### config.mk
export PLATFORM = sky130hd
export DESIGN_NAME = led_sequencer
export DESIGN_NICKNAME = d
export VERILOG_FILES = /design/src/rtl/led_sequencer_pkg.sv /design/src/rtl/led_sequencer_btn_debounce.sv /design/src/rtl/led_sequencer.sv
export SDC_FILE = /design/constraint.sdc
export NUM_CORES = 1
export LEC_CHECK = 0
export CAP_MARGIN = 20
export CELL_PAD_IN_SITES_DETAIL_PLACEMENT = 2
export CELL_PAD_IN_SITES_GLOBAL_PLACEMENT = 2
export CORE_MARGIN = 2
export CORE_UTILIZATION = 39
export DETAILED_ROUTE_END_ITERATION = 8
export PLACE_DENSITY = 0.89
export SYNTH_ARGS = -nofsm -noshare
export SYNTH_HDL_FRONTEND = slang
export SYNTH_SLANG_ARGS = --single-unit
export TNS_END_PERCENT = 30
### constraint.sdc
create_clock -name clk -period 4.55 [get_ports clk]
set_clock_uncertainty 0.05 [all_clocks]
set_input_delay 0.455 -clock clk [delete_from_list [all_inputs] [get_ports clk]]
set_output_delay 0.455 -clock clk [all_outputs]
set_load 0.02 [all_outputs]
### src/rtl/led_sequencer_pkg.sv
// led_sequencer_pkg: mode encodings and initial patterns shared by the LED sequencer.
package led_sequencer_pkg;

    localparam logic [1:0] MODE_OFF   = 2'd0;
    localparam logic [1:0] MODE_BLINK = 2'd1;
    localparam logic [1:0] MODE_SCAN  = 2'd2;
    localparam logic [1:0] MODE_COUNT = 2'd3;

    localparam logic [7:0] BLINK_INIT = 8'hFF;
    localparam logic [7:0] SCAN_INIT  = 8'h01;

    function automatic logic [7:0] init_pattern(input logic [1:0] m);
        return m == MODE_BLINK ? BLINK_INIT : m == MODE_SCAN ? SCAN_INIT : 8'h00;
    endfunction

endpackage

### src/rtl/led_sequencer_btn_debounce.sv
// btn_debounce: 2-FF synchronizer, stability debouncer and one-cycle press pulse on accepted 0->1.
module btn_debounce #(
    parameter int DEB_CYCLES = 120_000
) (
    input  logic clk,
    input  logic rst,
    input  logic btn_raw,
    output logic level,
    output logic press
);

    localparam int CW = $clog2(DEB_CYCLES + 1);
    localparam logic [CW-1:0] CNT_LAST = CW'(DEB_CYCLES - 1);

    logic s1_q, s2_q, level_q, press_q;
    logic [CW-1:0] cnt_q;
    logic flip;

    // the level flips on the DEB_CYCLES-th consecutive sample that differs from it
    assign flip = (s2_q != level_q) && (cnt_q == CNT_LAST);

    always_ff @(posedge clk) begin
        if (rst) begin
            s1_q    <= 1'b0;
            s2_q    <= 1'b0;
            cnt_q   <= '0;
            level_q <= 1'b0;
            press_q <= 1'b0;
        end else begin
            s1_q    <= btn_raw;
            s2_q    <= s1_q;
            cnt_q   <= (s2_q == level_q || flip) ? '0 : cnt_q + 1'b1;
            level_q <= level_q ^ flip;
            press_q <= flip & ~level_q;
        end
    end

    assign level = level_q;
    assign press = press_q;

endmodule

### src/rtl/led_sequencer.sv
// led_sequencer: button-driven 4-mode pattern controller for 8 LEDs.
// Optional PWM dimming of the LED outputs is enabled by defining LED_DIM_EN.
module led_sequencer
    import led_sequencer_pkg::*;
#(
    parameter int CLK_HZ     = 12_000_000,
    parameter int STEP_HZ    = 4,
    parameter int DEB_CYCLES = 120_000,
    parameter int DIM_LEVEL  = 4
) (
    input  logic       clk,
    input  logic       rst,
    input  logic       btn_mode,
    input  logic       btn_pause,
    output logic [7:0] leds,
    output logic [1:0] mode,
    output logic       paused,
    output logic       step
);

    localparam int DIV = CLK_HZ / STEP_HZ;
    localparam int PW  = $clog2(DIV);
    localparam logic [PW-1:0] DIV_LAST = PW'(DIV - 1);

    logic mode_press, pause_press, mode_lvl_unused, pause_lvl_unused;
    logic [PW-1:0] pre_q, pre_d;
    logic [1:0] mode_q, mode_d;
    logic [7:0] pat_q, pat_d;
    logic dir_q, dir_d, paused_q, paused_d, step_q, step_d, tick;

    btn_debounce #(.DEB_CYCLES(DEB_CYCLES)) u_deb_mode (
        .clk(clk), .rst(rst), .btn_raw(btn_mode), .level(mode_lvl_unused), .press(mode_press)
    );

    btn_debounce #(.DEB_CYCLES(DEB_CYCLES)) u_deb_pause (
        .clk(clk), .rst(rst), .btn_raw(btn_pause), .level(pause_lvl_unused), .press(pause_press)
    );

    always_ff @(posedge clk) begin
        if (rst) begin
            pre_q    <= '0;
            mode_q   <= MODE_OFF;
            pat_q    <= 8'h00;
            dir_q    <= 1'b1;
            paused_q <= 1'b0;
            step_q   <= 1'b0;
        end else begin
            pre_q    <= pre_d;
            mode_q   <= mode_d;
            pat_q    <= pat_d;
            dir_q    <= dir_d;
            paused_q <= paused_d;
            step_q   <= step_d;
        end
    end

    assign tick = !paused_q && pre_q == DIV_LAST;

    // a mode press overrides a coincident tick: the new mode's pattern loads without a step
    always_comb begin
        mode_d   = mode_q + {1'b0, mode_press};
        paused_d = paused_q ^ pause_press;
        pre_d    = mode_press ? '0 : paused_q ? pre_q : tick ? '0 : pre_q + 1'b1;
        step_d   = tick && !mode_press;
        pat_d    = pat_q;
        dir_d    = dir_q;
        if (mode_press) begin
            pat_d = init_pattern(mode_d);
            dir_d = 1'b1;
        end else if (tick) begin
            case (mode_q)
                MODE_BLINK: pat_d = ~pat_q;
                MODE_SCAN: begin
                    dir_d = dir_q ? pat_q != 8'h80 : pat_q == 8'h01;
                    pat_d = dir_d ? pat_q << 1 : pat_q >> 1;
                end
                MODE_COUNT: pat_d = pat_q + 8'd1;
                default:    pat_d = 8'h00;
            endcase
        end
    end

`ifdef LED_DIM_EN
    localparam logic [4:0] DIM_L = 5'(DIM_LEVEL);
    logic [3:0] pwm_q;

    always_ff @(posedge clk) begin
        pwm_q <= rst ? 4'd0 : pwm_q + 4'd1;
    end

    always_comb begin
        leds   = pat_q & {8{{1'b0, pwm_q} < DIM_L}};
        mode   = mode_q;
        paused = paused_q;
        step   = step_q;
    end
`else
    localparam int dim_level_unused = DIM_LEVEL;

    always_comb begin
        leds   = pat_q;
        mode   = mode_q;
        paused = paused_q;
        step   = step_q;
    end
`endif

endmodule
==> Word level (Yosys, flattened, before mapping) <==
Index checks and enable logic that the tools add are counted.
{ "classes": {"n_addsub": 5, "n_eq_ne": 14, "mux": 8, "bitwise_logic": 8, "n_reduce_logical": 13} }
{ "op_table": {"columns": ["operator", "count"], "rows": [
  ["adder 17 x 1 -> 17 bit, second input constant", 2],
  ["== test 17 bit, second input constant", 2],
  ["two-way mux 8 bit", 4],
  ["one-hot mux 8 bit (3 select lines)", 1],
  ["adder 22 x 1 -> 22 bit, second input constant", 1],
  ["== test 22 bit, second input constant", 1],
  ["two-way mux 22 bit", 1],
  ["adder 8 x 1 -> 8 bit, second input constant", 1],
  ["== test 8 x 1 -> 1 bit, second input constant", 1],
  ["inequality test 8 bit, second input constant", 1],
  ["inverter 8 bit", 1],
  ["== test 2 bit, second input constant", 3],
  ["OR reduction 2 bit", 3],
  ["== test 2 x 1 -> 1 bit, second input constant", 2],
  ["logical AND 1 bit", 4],
  ["XOR 1 bit", 3],
  ["adder 2 x 1 -> 2 bit", 1],
  ["AND 1 bit", 2],
  ["== test 1 bit", 2],
  ["zero test 1 bit", 2],
  ["logical OR 1 bit", 2],
  ["two-way mux 1 bit", 2],
  ["inequality test 1 bit", 2],
  ["inverter 1 bit", 2],
  ["other kinds (2)", 2]
]} }
{ "word_totals": {"ff_bits": 77} }

==> Longest topological paths before layout <==
{ "depth": {"depth_word": 6, "ltp_mapped": 8, "ltp_nobuf": 7} }

==> By module <==
Synthesis repeated with hierarchy kept, for this count alone.
{ "unflattened": {"hier_cells": 433, "area_unflattened_um2": 3843.7} }
{ "modules_own_cells": {"columns": ["mod", "instances", "cells_per_inst", "area_each_um2"], "rows": [
  ["led_sequencer", 1, 235, 2016.9],
  ["btn_debounce", 2, 99, 913.4]
]} }

==> Least setup slack after synthesis <==
No wires, ideal clock.
{ "synth_timing": {"path_type": "flip-flop to flip-flop", "startpoint": "register pat_q[0] (netlist: leds[0])", "endpoint": "register pat_q[2] (netlist: leds[2])", "setup_ps": 74, "t_arrival_ps": 1876, "t_required_ps": 4426, "setup_slack_ps": 2549, "stages_incl_launch_ff": 8, "period_less_slack_ps": 2001, "path_cell_list": "dfxtp_1 -> inv_1 -> ha_1 -> nor2b_1 -> a211oi_1 -> a211oi_1 -> or4_1 -> a31oi_1"} }
{ "synth_via": {"elab_chain_cells": 6, "elab_cells_between_ends": 8, "classes_between": "1 x add/sub; 2 x eq/ne; 5 x mux"} }
{ "synth_lines": {"columns": ["item", "line", "text"], "rows": [
  ["from (decl)", "led_sequencer.sv:28", "logic [7:0] pat_q, pat_d;"],
  ["from (signal assigned)", "led_sequencer.sv:50", "pat_q <= pat_d;"],
  ["branches (longest 3 deep; another with adder 8 x 1 -> 8 bit)", null, null],
  ["one-hot mux 8 bit (3 select lines) *", "led_sequencer.sv:71", "case (mode_q)"],
  ["two-way mux 8 bit *", "led_sequencer.sv:70", "end else if (tick) begin"],
  ["two-way mux 8 bit *", "led_sequencer.sv:67", "if (mode_press) begin"]
]} }
Mark *: on every way between the ends. The select of a mux whose other input is x is not followed.
A chain may end at the register's enable or synchronous reset.

==> Worst setup path in the final report <==
{ "layout_timing": {"startpoint": "register pre_q[0]", "endpoint": "register pat_q[2] (netlist: leds[2])"} }
{ "layout_via": {"elab_chain_cells": 3} }
{ "layout_lines": {"columns": ["item", "line", "text"], "rows": [
  ["from (decl)", "led_sequencer.sv:26", "logic [PW-1:0] pre_q, pre_d;"],
  ["from (signal assigned)", "led_sequencer.sv:48", "pre_q <= pre_d;"],
  ["== test 22 bit", "led_sequencer.sv:57", "assign tick = !paused_q && pre_q == DIV_LAST;"],
  ["logical AND 1 bit", "led_sequencer.sv:57", null],
  ["nonzero test 2 bit (no line)", null, null]
]} }
Every way passes these cells.

==> out/metrics.yaml <==
run_status:
  outcome: "finished clean"
min_path:
  min_path_type: "flop to flop"
  hold_depth: 1
  holdPathEnd: "u_deb_mode.cnt_q[0]"
  min_from: "u_deb_mode.cnt_q[0]"
worst_setup_path:
  start_kind: "flop"
  crit_arrival_ns: 2.71
  r2r-start: "pre_q[0]"
  r2r_setup_slack_ns: 2.06
  cp.required_ns: 4.77
  cp_cell_sequence: "ha_1 > and4b_1 > and3_1 > nand3_2 > or4_1 > a31oi_1"
  crit_type: "flop to flop"
  worstReg2RegEnd: "leds[2]"
  crit_family: "simple AND/OR/NAND/NOR gates"
  reg2reg_depth: 6
  max_stage_delay_ns: 0.60
  slowest_stage: "or4_1"
  crit_fanout: 11
  crit_path_end_kind: "flop"
  path_buf_inv: 0
cts:
  hold_buffers: 0
  cts_made_buffers: 9
  h-tree-depth: 3
  cts.path.max_buffers: 2
  clkSlewWorstSetupHoldPaths_ns: 0.09
  clock_latency_ns: 0.36
  cts_root_buf: "clkbuf_8"
  cts_setup_buffers: 0
  cts.sinks: 77
  cts_tree: "yes"
  cts_resized: 0
global_route:
  grt_max_degree: 21
  grt_pass1_vias: 3404
  grtUsageTotal_pct: 20.6
  grt.overflow.total: 0
  grt_pass1_wl_um: 16800
  antenna_found_initial: 0
yosys:
  syn_inst: 431
  ys.flop_type: "dfxtp_1"
  synthArstFlopShare_pct: 0
  yosysUniqueCellTypes: 53
  syn-cell-area_mm2: 0.00375
  ys_ff_latch: 77
  avgSynthCellArea_um2: 8.69
  syn_nets: 443
  synth_seq_area_share_pct: 41.1
  synth_edf_count: 0
  synth_warnings: 0
route:
  drtIter0Drc: 64
  drt-vias-per-instance: 5.39
  num_vias: 3079
  post-route-drc-count: 0
  antenna_left: 0
  first_pass_iters: 4
  wl_per_cell_um: 17.4
  totalWireLength_um: 9930
place:
  port_buffers: 15
  dp_hpwl_um: 6980
  gp_congestion: 0.767
  dp_slack_ns: 1.88
pwr:
  clockPowerShare_pct: 41.4
  switching_share_pct: 25.3
  power_mw: 1.20
  internal_power_mw: 0.898
  p_sw_mw: 0.304
  seqPwrFrac_pct: 56.7
  power_per_cell_area_mw_per_mm2: 290
  ir_drop_v: 0.000157
  p_leak_nw: 1.40
  comb_power_share_pct: 1.9
finish:
  layout_common_cells: "77 x dfxtp_1, 68 x nor2_1, 33 x nand2_1"
  n_fill_cell: 1053
  seqCellArea_mm2: 0.00154
  multi_input_area_mm2: 0.00207
  layout_commonest_cell: "dfxtp_1"
  fin_nets: 449
  diodes: 0
  syn_to_final_growth_pct: 10.7
  final_layout_size_suffix_gt1_share_pct: 4.98
floorplan:
  die-area_mm2: 0.0104
  die_x_um: 102
  ios: 16
  die_y_um: 102
  core_mm2: 0.00928
  initial_core_util_pct: 40.4
  row_count: 35
flow_run:
  drv_cap: 0
sta:
  report.final.slew_viol_count: 0
  grt_setup_unrepaired: "no"
  period_minus_slack_ns: 2.49
  tightest_slew_ns: 0.727
  setup_viol: 0
  fin_crit_sh_pct: 54.8
  hold_viol_final: 0
  relSlewSlack_pct: 51.4
  fin_ws_ns: 2.06
  fmax_mhz: 401
  setup_tns_ns: 0
area by class of cell:
| cell class | count | area share, % |
|---|---|---|
| multi-input combinational | 323 | 49.8 |
| sequential | 77 | 37.2 |
| tap | 129 | 3.89 |
| timing repair buffer | 15 | 3.62 |
| clock buffer | 9 | 2.99 |
| clock inverter | 7 | 1.51 |
| inverter | 11 | 0.995 |
cell families after synthesis:
family / share of synthesized area (%)
AND/OR/NAND/NOR: 28.8
flip-flops: 41.1
XOR/XNOR: 13.6
AO/OA/AOI/OAI: 8.18
buffers and inverters: 3.67
adder cells (fa/ha/maj): 2.67
multiplexers: 2.00
worst reg2reg max path, cell delays in order, from the launching register on:
cell and delay [ns]:
dfxtp_1 0.41, ha_1 0.21, and4b_1 0.28, and3_1 0.37, nand3_2 0.30, or4_1 0.60
a31oi_1 0.20
Yosys cell counts, types with 2 or more instances:
library cell	n	area, um2
and4b_1	2	20.0
nand2_1	33	124
nand3b_1	2	15.0
ha_1	8	100
xor2_1	30	263
nor3b_1	3	22.5
and3_1	16	100
a211oi_1	4	30.0
buf_2	5	25.0
and2_1	5	31.3
a221oi_1	3	26.3
nor2_1	68	255
buf_6	2	22.5
a31oi_1	4	25.0
a21oi_1	3	15.0
xnor2_1	28	245
o31ai_1	2	15.0
clkbuf_1	12	45.0
nand2b_1	2	12.5
mux2i_1	3	30.0
or3_1	5	31.3
nand4_1	12	75.1
mux2_2	4	45.0
nor4bb_1	3	30.0
dfxtp_1	77	1540
nand3_1	16	80.1
inv_1	11	41.3
and4_1	7	61.3
nor2b_1	10	62.6
nand4b_1	4	35.0
nor3_1	12	60.1
o21ai_0	13	65.1
nor4b_1	2	17.5
power groups by stage:
| stage | Clock [mW] | Sequential, mW | Combinational (mW) |
|---|---|---|---|
| after floorplan | 0 | 0.696 | 0.0158 |
| after global placement | 0 | 0.697 | 0.0208 |
| after detailed placement | 0 | 0.698 | 0.0230 |
| after CTS | 0.514 | 0.682 | 0.0235 |
| after global routing | 0.542 | 0.683 | 0.0264 |
| final | 0.497 | 0.682 | 0.0228 |
layer usage:
| metal | up-vias | share of wire [%] | track usage [%] |
|---|---|---|---|
| met5 | - | 0 | 0 |
| met4 | 0 | 1.2 | 5.44 |
| met3 | 10 | 2.0 | 3.83 |
| met2 | 36 | 54 | 39.1 |
| met1 | 1528 | 43 | 23.6 |
| li1 | 1505 | - | - |
worst max-delay path by stage:
stage	from	end	slack (ns)	cells after the start
final	pre_q[0]	leds[2]	2.06	6
after global routing	rst	pre_q[14]	1.96	4
after CTS	pre_q[0]	leds[2]	2.05	6
after detailed placement	rst	pre_q[3]	1.88	4
after global placement	rst	pre_q[3]	2.04	4
after floorplan	leds[0]	leds[2]	2.55	7
through the flow:
step / instances / hold WS (ns) / util, % / cell area, um2
final: 571 / 0.396 / 44.7 / 4150
after CTS: 571 / 0.407 / 44.7 / 4150
after detailed placement: 555 / 0.379 / 42.7 / 3960
after global placement: 555 / 0.369 / 42.7 / 3960
after floorplan: 431 / 0.363 / - / 3750
after global routing: 571 / 0.431 / 44.7 / 4150
registers in the layout, summed over array words and instances (netlist names), named ones only:
signal and flops:
u_deb_pause.cnt_q 17, mode 2, u_deb_pause.s1_q 1, leds 8
pre_q 22, u_deb_pause.s2_q 1, u_deb_mode.cnt_q 17, u_deb_mode.s2_q 1
u_deb_pause.press 1, u_deb_mode.s1_q 1, step 1, u_deb_mode.press 1
dir_q 1, paused 1
(Power assumes the default switching activity.)
